<file path="src/rtl/store_queue.sv">
// Store queue: checks store alignment, builds replicated write data and byte
// strobes, buffers entries in a FIFO, and drains them over an SRAM req/ack port.
module store_queue #(
  parameter int DATA_W = 32,
  parameter int ADDR_W = 32,
  parameter int DEPTH  = 4
) (
  input  logic                      clk,
  input  logic                      rst,
  input  logic                      st_valid,
  output logic                      st_ready,
  input  logic [1:0]                st_size,
  input  logic [ADDR_W-1:0]         st_addr,
  input  logic [DATA_W-1:0]         st_data,
  output logic                      st_exc,
  output logic                      mem_req,
  output logic [ADDR_W-1:0]         mem_addr,
  output logic [DATA_W/8-1:0]       mem_wen,
  output logic [DATA_W-1:0]         mem_wdata,
  input  logic                      mem_ack,
  input  logic [ADDR_W-1:0]         ld_addr,
  output logic                      ld_hazard,
  output logic                      empty,
  output logic [$clog2(DEPTH):0]    count
);
  localparam int NB = DATA_W / 8;
  localparam int LB = $clog2(NB);
  localparam int PW = $clog2(DEPTH);
  localparam int WA = ADDR_W - LB;

  typedef struct packed {
    logic [WA-1:0]     waddr;
    logic [NB-1:0]     wen;
    logic [DATA_W-1:0] wdata;
  } entry_t;

  entry_t                 q [DEPTH];
  entry_t                 in_e;
  entry_t                 head;
  logic [DEPTH-1:0]       vld;
  logic [PW-1:0]          wr_ptr, rd_ptr;
  logic [2:0]             size_mask;
  logic                   illegal, misalign, push, pop;
  logic [NB-1:0][7:0]     sd, rep;
  logic [NB-1:0]          wen_in;
  logic [LB-1:0]          off;

  // size_mask = bytes-1 for the access; 3'b111 for a double
  assign size_mask = (3'd1 << st_size) - 3'd1;
  assign illegal   = (DATA_W == 32) && (st_size == 2'd3);
  assign misalign  = |(st_addr[2:0] & size_mask);
  assign st_exc    = st_valid & (illegal | misalign);
  assign st_ready  = (count != DEPTH[PW:0]);
  assign push      = st_valid & st_ready & ~st_exc;
  assign pop       = mem_req & mem_ack;
  assign off       = st_addr[LB-1:0];
  assign sd        = st_data;

  // Each lane takes the source byte at its offset within the access size, and
  // strobes on when it sits in the same size-aligned block as the address.
  for (genvar i = 0; i < NB; i++) begin : g_lane
    logic [LB-1:0] src;
    assign src       = LB'(i) & size_mask[LB-1:0];
    assign rep[i]    = sd[src];
    assign wen_in[i] = ((LB'(i) ^ off) & ~size_mask[LB-1:0]) == '0;
  end

  assign in_e = '{waddr: st_addr[ADDR_W-1:LB], wen: wen_in, wdata: rep};

  always_ff @(posedge clk or posedge rst) begin
    if (rst) begin
      wr_ptr <= '0;
      rd_ptr <= '0;
      count  <= '0;
      vld    <= '0;
    end else begin
      if (push) begin
        vld[wr_ptr] <= 1'b1;
        wr_ptr      <= wr_ptr + PW'(1);
      end
      if (pop) begin
        vld[rd_ptr] <= 1'b0;
        rd_ptr      <= rd_ptr + PW'(1);
      end
      case ({push, pop})
        2'b10:   count <= count + 1'b1;
        2'b01:   count <= count - 1'b1;
        default: count <= count;
      endcase
    end
  end

  // Payload needs no reset: only entries with vld set are ever observed.
  always_ff @(posedge clk) begin
    if (push) q[wr_ptr] <= in_e;
  end

  assign empty     = (count == '0);
  assign mem_req   = ~empty;
  assign head      = q[rd_ptr];
  assign mem_addr  = {head.waddr, {LB{1'b0}}};
  assign mem_wen   = head.wen;
  assign mem_wdata = head.wdata;

  always_comb begin
    ld_hazard = 1'b0;
    for (int i = 0; i < DEPTH; i++)
      if (vld[i] && (q[i].waddr == ld_addr[ADDR_W-1:LB])) ld_hazard = 1'b1;
  end
endmodule

</file>
<file path="config.mk">
export PLATFORM = sky130hd
export DESIGN_NAME = store_queue
export DESIGN_NICKNAME = d
export VERILOG_FILES = /design/src/rtl/store_queue.sv
export SDC_FILE = /design/constraint.sdc
export NUM_CORES = 1
export LEC_CHECK = 0
export CAP_MARGIN = 10
export CORE_MARGIN = 4
export CORE_UTILIZATION = 30
export CTS_CLUSTER_DIAMETER = 200
export DETAILED_ROUTE_END_ITERATION = 7
export GPL_ROUTABILITY_DRIVEN = 0
export PLACE_DENSITY_LB_ADDON = 0.05
export SYNTH_ARGS = -nofsm -noshare
export SYNTH_HDL_FRONTEND = slang
export SYNTH_SLANG_ARGS = --single-unit
</file>
<file path="constraint.sdc">
create_clock -name clk -period 1.87 [get_ports clk]
set_input_delay 0.374 -clock clk [delete_from_list [all_inputs] [get_ports clk]]
set_output_delay 0.374 -clock clk [all_outputs]
set_load 0.01 [all_outputs]
</file>
==> out/qor.csv, run 1 <==
stage,metric,value,unit
final_layout,final design utilization,43.2,%
worst_setup_path,crit path cell chain,clkdlybuf4s50_1 > xnor2_1 > nand4_1 > nor4_1 > nand4_1 > nand4_1 > buf_2,
die,Initial Utilization,30.7,%
yosys,share of the synthesized area in the top cell type,66.2,%
final_layout,Final nets,1040,
drt,TritonRoute pass-1 iters,4,
clock_network,CTS Hold Bufs,0,
clock_network,H-tree levels,2,
final_layout,layout cells sized above 1,39.5,%
die,Die ar.,43100,um2
yosys,post-synthesis sequential area ratio,68.5,%
worst_hold_path,worst hold path type,input port to asynchronous set/reset pin,
worst_setup_path,crit path kind,input port to output port,
yosys,Post-Synthesis Cells,618,
yosys,number of synthesized flops with an enable pin,264,
yosys,Yosys top cell by area,edfxtp_1,
worst_setup_path,CP Max Fanout,4,
yosys,Avg Inst Size Synth,19.4,um2
timing,fin crit period,2590,ps
status,status,"complete, but fails checks",
global_routing,antenna violations before repair,3,
timing,Clock Skews,7.76,ps
worst_setup_path,Crit path top cell by count,nand4_1,
clock_network,total CTS buffers,34,
yosys,warnings from Yosys,0,
worst_setup_path,startpoint type of the worst setup path,input port,
clock_network,"Reg clk slew, reported paths",50,ps
power_and_ir_drop,Design Power,23.0,mW
yosys,synth top area cells,"edfxtp_1, mux4_2, xnor2_1, xor2_1, dfrtp_1",
timing,final worst slack,-719,ps
worst_setup_path,CP arrival,2220,ps
drt,total routed wirelength,34.7,mm
yosys,Netlist cell types,35,
timing,final hold vios,0,
drt,detailed-route wire length per cell,23.6,um
flow_run,number of max-cap violations,0,
final_layout,Layout area overhead,40.7,%
drt,# DRC,0,
placement,hpwl dp,24.7,mm
worst_setup_path,Critical path buffers and inverters,2,
yosys,Seq cells post-synth,275,
worst_setup_path,"CP delay by family, top",simple AND/OR/NAND/NOR gates,
status,failing checks,negative setup slack,
timing,Final setup viols,71,
yosys,Synth Flop Type,edfxtp_1,
worst_setup_path,Worst setup EP type,output port,
timing,RSZ-0062 raised after global routing,true,
power_and_ir_drop,PwrDens,1360,nW/um2
power_and_ir_drop,leak pwr,5.88,nW
die,Die Ht,208,um
die,I/O Pins,178,
global_routing,vias in the first global route,7649,
yosys,Post-synth top cells,"edfxtp_1, xnor2_1, mux4_2",
yosys,async set-reset flop share out of synthesis,4.00,%
clock_network,Skew-Pair Late Insertion Delay,500,ps
clock_network,Root Driver,clkbuf_16,
global_routing,wire length of the first global-routing pass,51.1,mm
global_routing,Overflow after GRT,0,
placement,Port Buffers,173,
yosys,synthesized cell area,12000,um2
yosys,top-count cell post-synth,edfxtp_1,
worst_setup_path,"slowest stage delay, CP",550,ps
clock_network,Bufs on Longest Clock Path,3,
worst_setup_path,Worst path slowest cell,clkdlybuf4s50_1,
drt,via/cell ratio,4.58,
die,Placeable Area,39000,um2
clock_network,CTS tree,done,
die,DIE WIDTH,208,um
final_layout,number of diodes,0,
global_routing,GRT Total Usage,15.9,%
power_and_ir_drop,Worst VDD drop,0.000712,V
drt,first-iteration detailed-routing DRC count,303,
die,placement row count,72,
timing,f_max,386,MHz
clock_network,CTS sink count,275,
drt,Detail Route Antenna Nets,0,
worst_setup_path,required time of the critical path,1500,ps
drt,vias,6716,
timing,fin crit share,138,%
timing,final slew viol count,0,
global_routing,largest net degree at the start of global routing,28,
## per-stage QoR
stage | setup WS [ps] | TNS, ps | instances | cell area [um2] | hold WS (ps)
global route | -789 | -36820 | 1467 | 16800 | 252
floorplan | -116 | -201 | 619 | 12000 | 226
finish | -719 | -32680 | 1467 | 16800 | 195
CTS | -781 | -38040 | 1462 | 16700 | 209
detailed placement | -1290 | -215990 | 1374 | 15100 | 538
global placement | -1300 | -213390 | 1374 | 15100 | 527
## layout by cell type (no fill, tap or decap), types with 12 or more instances in the layout
cell type	n
nand4_1	25
mux4_2	66
buf_4	82
xnor2_1	73
buf_6	81
clkdlybuf4s50_1	92
nor4_1	12
buf_12	32
mux2_2	24
edfxtp_1	264
xor2_1	46
clkbuf_16	37
## final cells by class
class / count / area (um2)
fill: 3522 / 22200
sequential: 275 / 8210
multi-input combinational: 296 / 3570
timing repair buffer: 310 / 3330
clock buffer: 44 / 952
tap: 518 / 648
clock inverter: 13 / 86.3
inverter: 11 / 41.3
## per-layer routing
metal  track usage (%)  routed length (um)
met1              18.4               13400
met4              3.71                 621
met5                 0                  39
met2              29.5               18700
met3              4.10                1930
## sequential cells by signal (all words and copies together) (netlist names)
register and count:
vld 4, count 3, wr_ptr 2, rd_ptr 2
q 264
## cells by family (layout without fill, tap and decap cells)
| kind of cell | after synthesis | after routing | synth area share (%) |
|---|---|---|---|
| DFF | 275 | 275 | 68.5 |
| muxes | 91 | 91 | 14.8 |
| other | 1 | 2 | 0.0313 |
| adders and majority gates | 10 | 10 | 1.11 |
| xor gates and xnor gates | 125 | 125 | 9.15 |
| buffers and inverters | 48 | 378 | 2.45 |
| and+or+nand+nor | 56 | 56 | 3.00 |
| AOI/OAI and AO/OA | 12 | 12 | 0.951 |
## final timing paths
path / from / to / slack [ps] / cells past startpoint
max: ld_addr[4] / ld_hazard / -720 / 7
min: rst / count[1] / 200 / 2
max reg2reg: count[1] / count[2] / -60 / 9
min reg2reg: count[0] / count[0] / 580 / 2
max in group asynchronous: rst / rd_ptr[0] / 1300 / 2
min in group clk: st_addr[19] / q[2][53] / 510 / 1
## power by group
part | leakage (nW) | internal, mW | switching [mW]
clock | 0.511 | 3.70 | 2.37
sequential | 2.52 | 7.52 | 0.321
combinational | 2.84 | 5.25 | 3.81
## timing repair
item | CTS | global route
gates cloned | 5 | 0
resized for setup | 377 | 48
setup buffers | 28 | 13
setup endpoints to repair | 340 | 89
pin swaps | 9 | 2
(Power assumes the default switching activity.)
==> inputs of run 2 (changes only) <==
--- a/config.mk
+++ b/config.mk
@@ -6,7 +6,6 @@
 export NUM_CORES = 1
 export LEC_CHECK = 0
 export CAP_MARGIN = 10
-export CORE_MARGIN = 4
 export CORE_UTILIZATION = 30
 export CTS_CLUSTER_DIAMETER = 200
 export DETAILED_ROUTE_END_ITERATION = 7
==> constraint.sdc (replaced) <==
create_clock -name clk -period 2.7 [get_ports clk]
set_input_delay 0.54 -clock clk [delete_from_list [all_inputs] [get_ports clk]]
set_output_delay 0.54 -clock clk [all_outputs]
set_load 0.01 [all_outputs]
==> run 2 against run 1 <==
The run still ends with negative setup slack left. Setup slack better by 690 ps. Design area fell by 3.6%. Count of clock-buffer cells in the layout is 8 lower. Global-route usage grew 1.0 points. Sequential power is 31% lower. Total power down 36%. Die area down 5.7%. Final cell count fell by 3.6%. Critical path type is now register to output port. Critical endpoint unchanged. Largest cell class unchanged.
==> out/qor.csv, run 2 (synthesis gave the netlist of run 1 again) <==
stage,metric,value,unit,change
final_layout,"commonest non-fill, non-tap cells in the layout","edfxtp_1, clkdlybuf4s50_1, mux4_2, buf_4, xnor2_1",,
placement,dpl ws,-605,ps,+682 ps
status,failing checks,negative setup slack,,
final_layout,"commonest non-fill, non-tap cell in the layout",edfxtp_1,,
worst_setup_path,CP arrival,2190,ps,-30 ps
clock_network,CTS sink count,275,,unchanged
worst_setup_path,CP Max Fanout,2,,-2
clock_network,CTS tree,done,,
global_routing,largest net degree at the start of global routing,45,,+61%
worst_setup_path,"CP delay by family, top",simple AND/OR/NAND/NOR gates,,
drt,Detail Route Antenna Nets,0,,unchanged
clock_network,total CTS buffers,31,,-8.8%
placement,placed cell area,14800,um2,-2.1%
worst_setup_path,Crit path top cell by count,nand4_1,,
final_layout,number of diodes,0,,unchanged
global_routing,Overflow after GRT,0,,unchanged
worst_setup_path,Worst R2R Start,count[2],,
final_layout,max FFs per register,264,,unchanged
placement,Post-Place Cells,1342,,-2.3%
die,Die ar.,40700,um2,-5.7%
drt,metal3 WL,1.70,mm,-12%
final_layout,Final Cell Area,16200,um2,-3.6%
drt,met1 wire length,14.1,mm,+4.9%
flow_run,number of max-cap violations,0,,unchanged
final_layout,Layout fillers,3551,,+0.82%
global_routing,GRT Total Usage,16.9,%,+1.0 points
worst_setup_path,reg2reg setup slack,690,ps,+750 ps
worst_setup_path,R2R Path End,count[1],,
timing,fin crit period,2730,ps,
worst_setup_path,crit path cell chain,xnor2_2 > nand4_1 > nor4_2 > nand4_1 > nand4_1 > buf_2,,
power_and_ir_drop,Clk pwr share,27.6,%,+1.2 points
final_layout,Final nets,986,,-5.2%
clock_network,"Reg clk slew, reported paths",60,ps,about the same
global_routing,antenna violations before repair,2,,-1
clock_network,CTS Hold Bufs,0,,unchanged
power_and_ir_drop,Flop pwr share,37.2,%,+3.1 points
worst_setup_path,"slowest stage delay, CP",420,ps,-130 ps
placement,hpwl dp,23.4,mm,-5.4%
power_and_ir_drop,Switching Share,29.6,%,+1.3 points
worst_setup_path,cell depth of the worst flop-to-flop path,6,,-3
power_and_ir_drop,net load switching power,4.33,mW,-33%
die,placement row count,72,,unchanged
drt,vias,6527,,-2.8%
timing,fin crit share,101,%,
clock_network,Skew-Pair Late Insertion Delay,560,ps,+60 ps
drt,TritonRoute pass-1 iters,4,,unchanged
worst_setup_path,Critical path buffers and inverters,1,,-1
die,Initial Utilization,30.7,%,unchanged
global_routing,wire length of the first global-routing pass,49.7,mm,-2.7%
timing,worst hold margin,302,ps,+107 ps
drt,# DRC,0,,unchanged
timing,final worst slack,-28.4,ps,+691 ps
clock_network,H-tree levels,1,,-1
timing,Final setup viols,1,,-99%
power_and_ir_drop,Design Power,14.6,mW,-36%
timing,RSZ-0062 raised after global routing,true,,
worst_hold_path,worst hold path type,input port to asynchronous set/reset pin,,
drt,total routed wirelength,34.2,mm,-1.4%
drt,via/cell ratio,4.62,,+0.83%
power_and_ir_drop,Gate power share,35.3,%,-4.1 points
worst_setup_path,crit path kind,register to output port,,
clock_network,Root Driver,clkbuf_16,,
power_and_ir_drop,Int Pwr,10.3,mW,-37%
clock_network,Bufs on Longest Clock Path,3,,unchanged
timing,final hold vios,0,,unchanged
placement,Port Buffers,173,,unchanged
final_layout,layout cells sized above 1,34.9,%,-4.6 points
worst_setup_path,Worst path slowest cell,edfxtp_1,,
final_layout,biggest regs,"q: 264 flops, vld: 4 flops, count: 3 flops",,
die,DIE WIDTH,202,um,-2.9%
timing,f_max,367,MHz,
die,Placeable Area,39000,um2,unchanged
drt,uppermost layer routed,met5,,
global_routing,vias in the first global route,7277,,-4.9%
die,I/O Pins,178,,unchanged
status,status,"complete, but fails checks",,
power_and_ir_drop,Worst VDD drop,0.000465,V,-35%
final_layout,final design utilization,41.6,%,-1.6 points
final_layout,Finished Layout Cells,1414,,-3.6%
final_layout,Layout area overhead,35.6,%,
power_and_ir_drop,leak pwr,5.67,nW,-3.4%
drt,wire length on met2,17.6,mm,-5.6%
drt,detailed-route wire length per cell,24.2,um,+2.3%
worst_setup_path,required time of the critical path,2160,ps,+660 ps
final_layout,Top reg by flops,q,,
timing,Final TNS setup,-28.4,ps,+32650 ps
timing,final slew viol count,0,,unchanged
drt,first-iteration detailed-routing DRC count,316,,+4.3%
worst_setup_path,Worst setup EP type,output port,,
timing,Clock Skews,12.0,ps,+4.26 ps
power_and_ir_drop,PwrDens,903,nW/um2,-34%
worst_setup_path,startpoint type of the worst setup path,register,,
die,Die Ht,202,um,-2.9%
-- run 2: worst register-to-register path, cell delays in order, from the launching register on --
cell and delay [ps]:
dfrtp_1 420, or3_4 390, and2_1 190, ha_1 220, inv_1 70, fa_1 420
mux2i_1 190
-- run 2: power groups by stage --
stage,logic [mW],registers [mW],clock network (mW)
2_1_floorplan,2.64,5.44,0
3_3_place_gp,5.02,5.50,0
3_5_place_dp,5.02,5.53,0
4_1_cts,5.29,5.44,4.16
5_1_grt,5.54,5.48,4.30
6_report,5.16,5.44,4.04
-- run 2: routing by layer --
layer | up-vias | track usage [%]
li1 | 2956 | -
met1 | 3356 | 21.2
met2 | 166 | 30.1
met3 | 47 | 3.14
met4 | 2 | 3.68
met5 | - | 0
-- run 2: layout make-up --
| cell class | count | area [um2] | share of cell area [%] |
|---|---|---|---|
| clock buffers | 36 | 795 | 4.90 |
| well taps | 518 | 648 | 3.99 |
| repair buffers | 259 | 2620 | 16.1 |
| multi-input cells | 296 | 3740 | 23.0 |
| inverters | 11 | 41.3 | 0.254 |
| clock inverters | 19 | 173 | 1.06 |
| flip-flops and latches | 275 | 8210 | 50.6 |
-- run 2: worst max-delay path by stage --
stage,startpoint,to,slack (ps),cells after the start
after floorplan,count[0],count[2],620,11
after global placement,ld_addr[5],ld_hazard,-640,8
after detailed placement,ld_addr[25],ld_hazard,-600,8
after CTS,q[0][48],ld_hazard,-150,6
after global routing,q[0][48],ld_hazard,-140,6
final,q[0][48],ld_hazard,-30,6
-- run 2: what timing repair did --
action / in CTS / in global routing
gates resized for setup: 216 / 65
pin swaps: 5 / 17
endpoints found under the setup margin: 67 / 33
gates cloned: 5 / 1
buffers inserted: 10 / 2
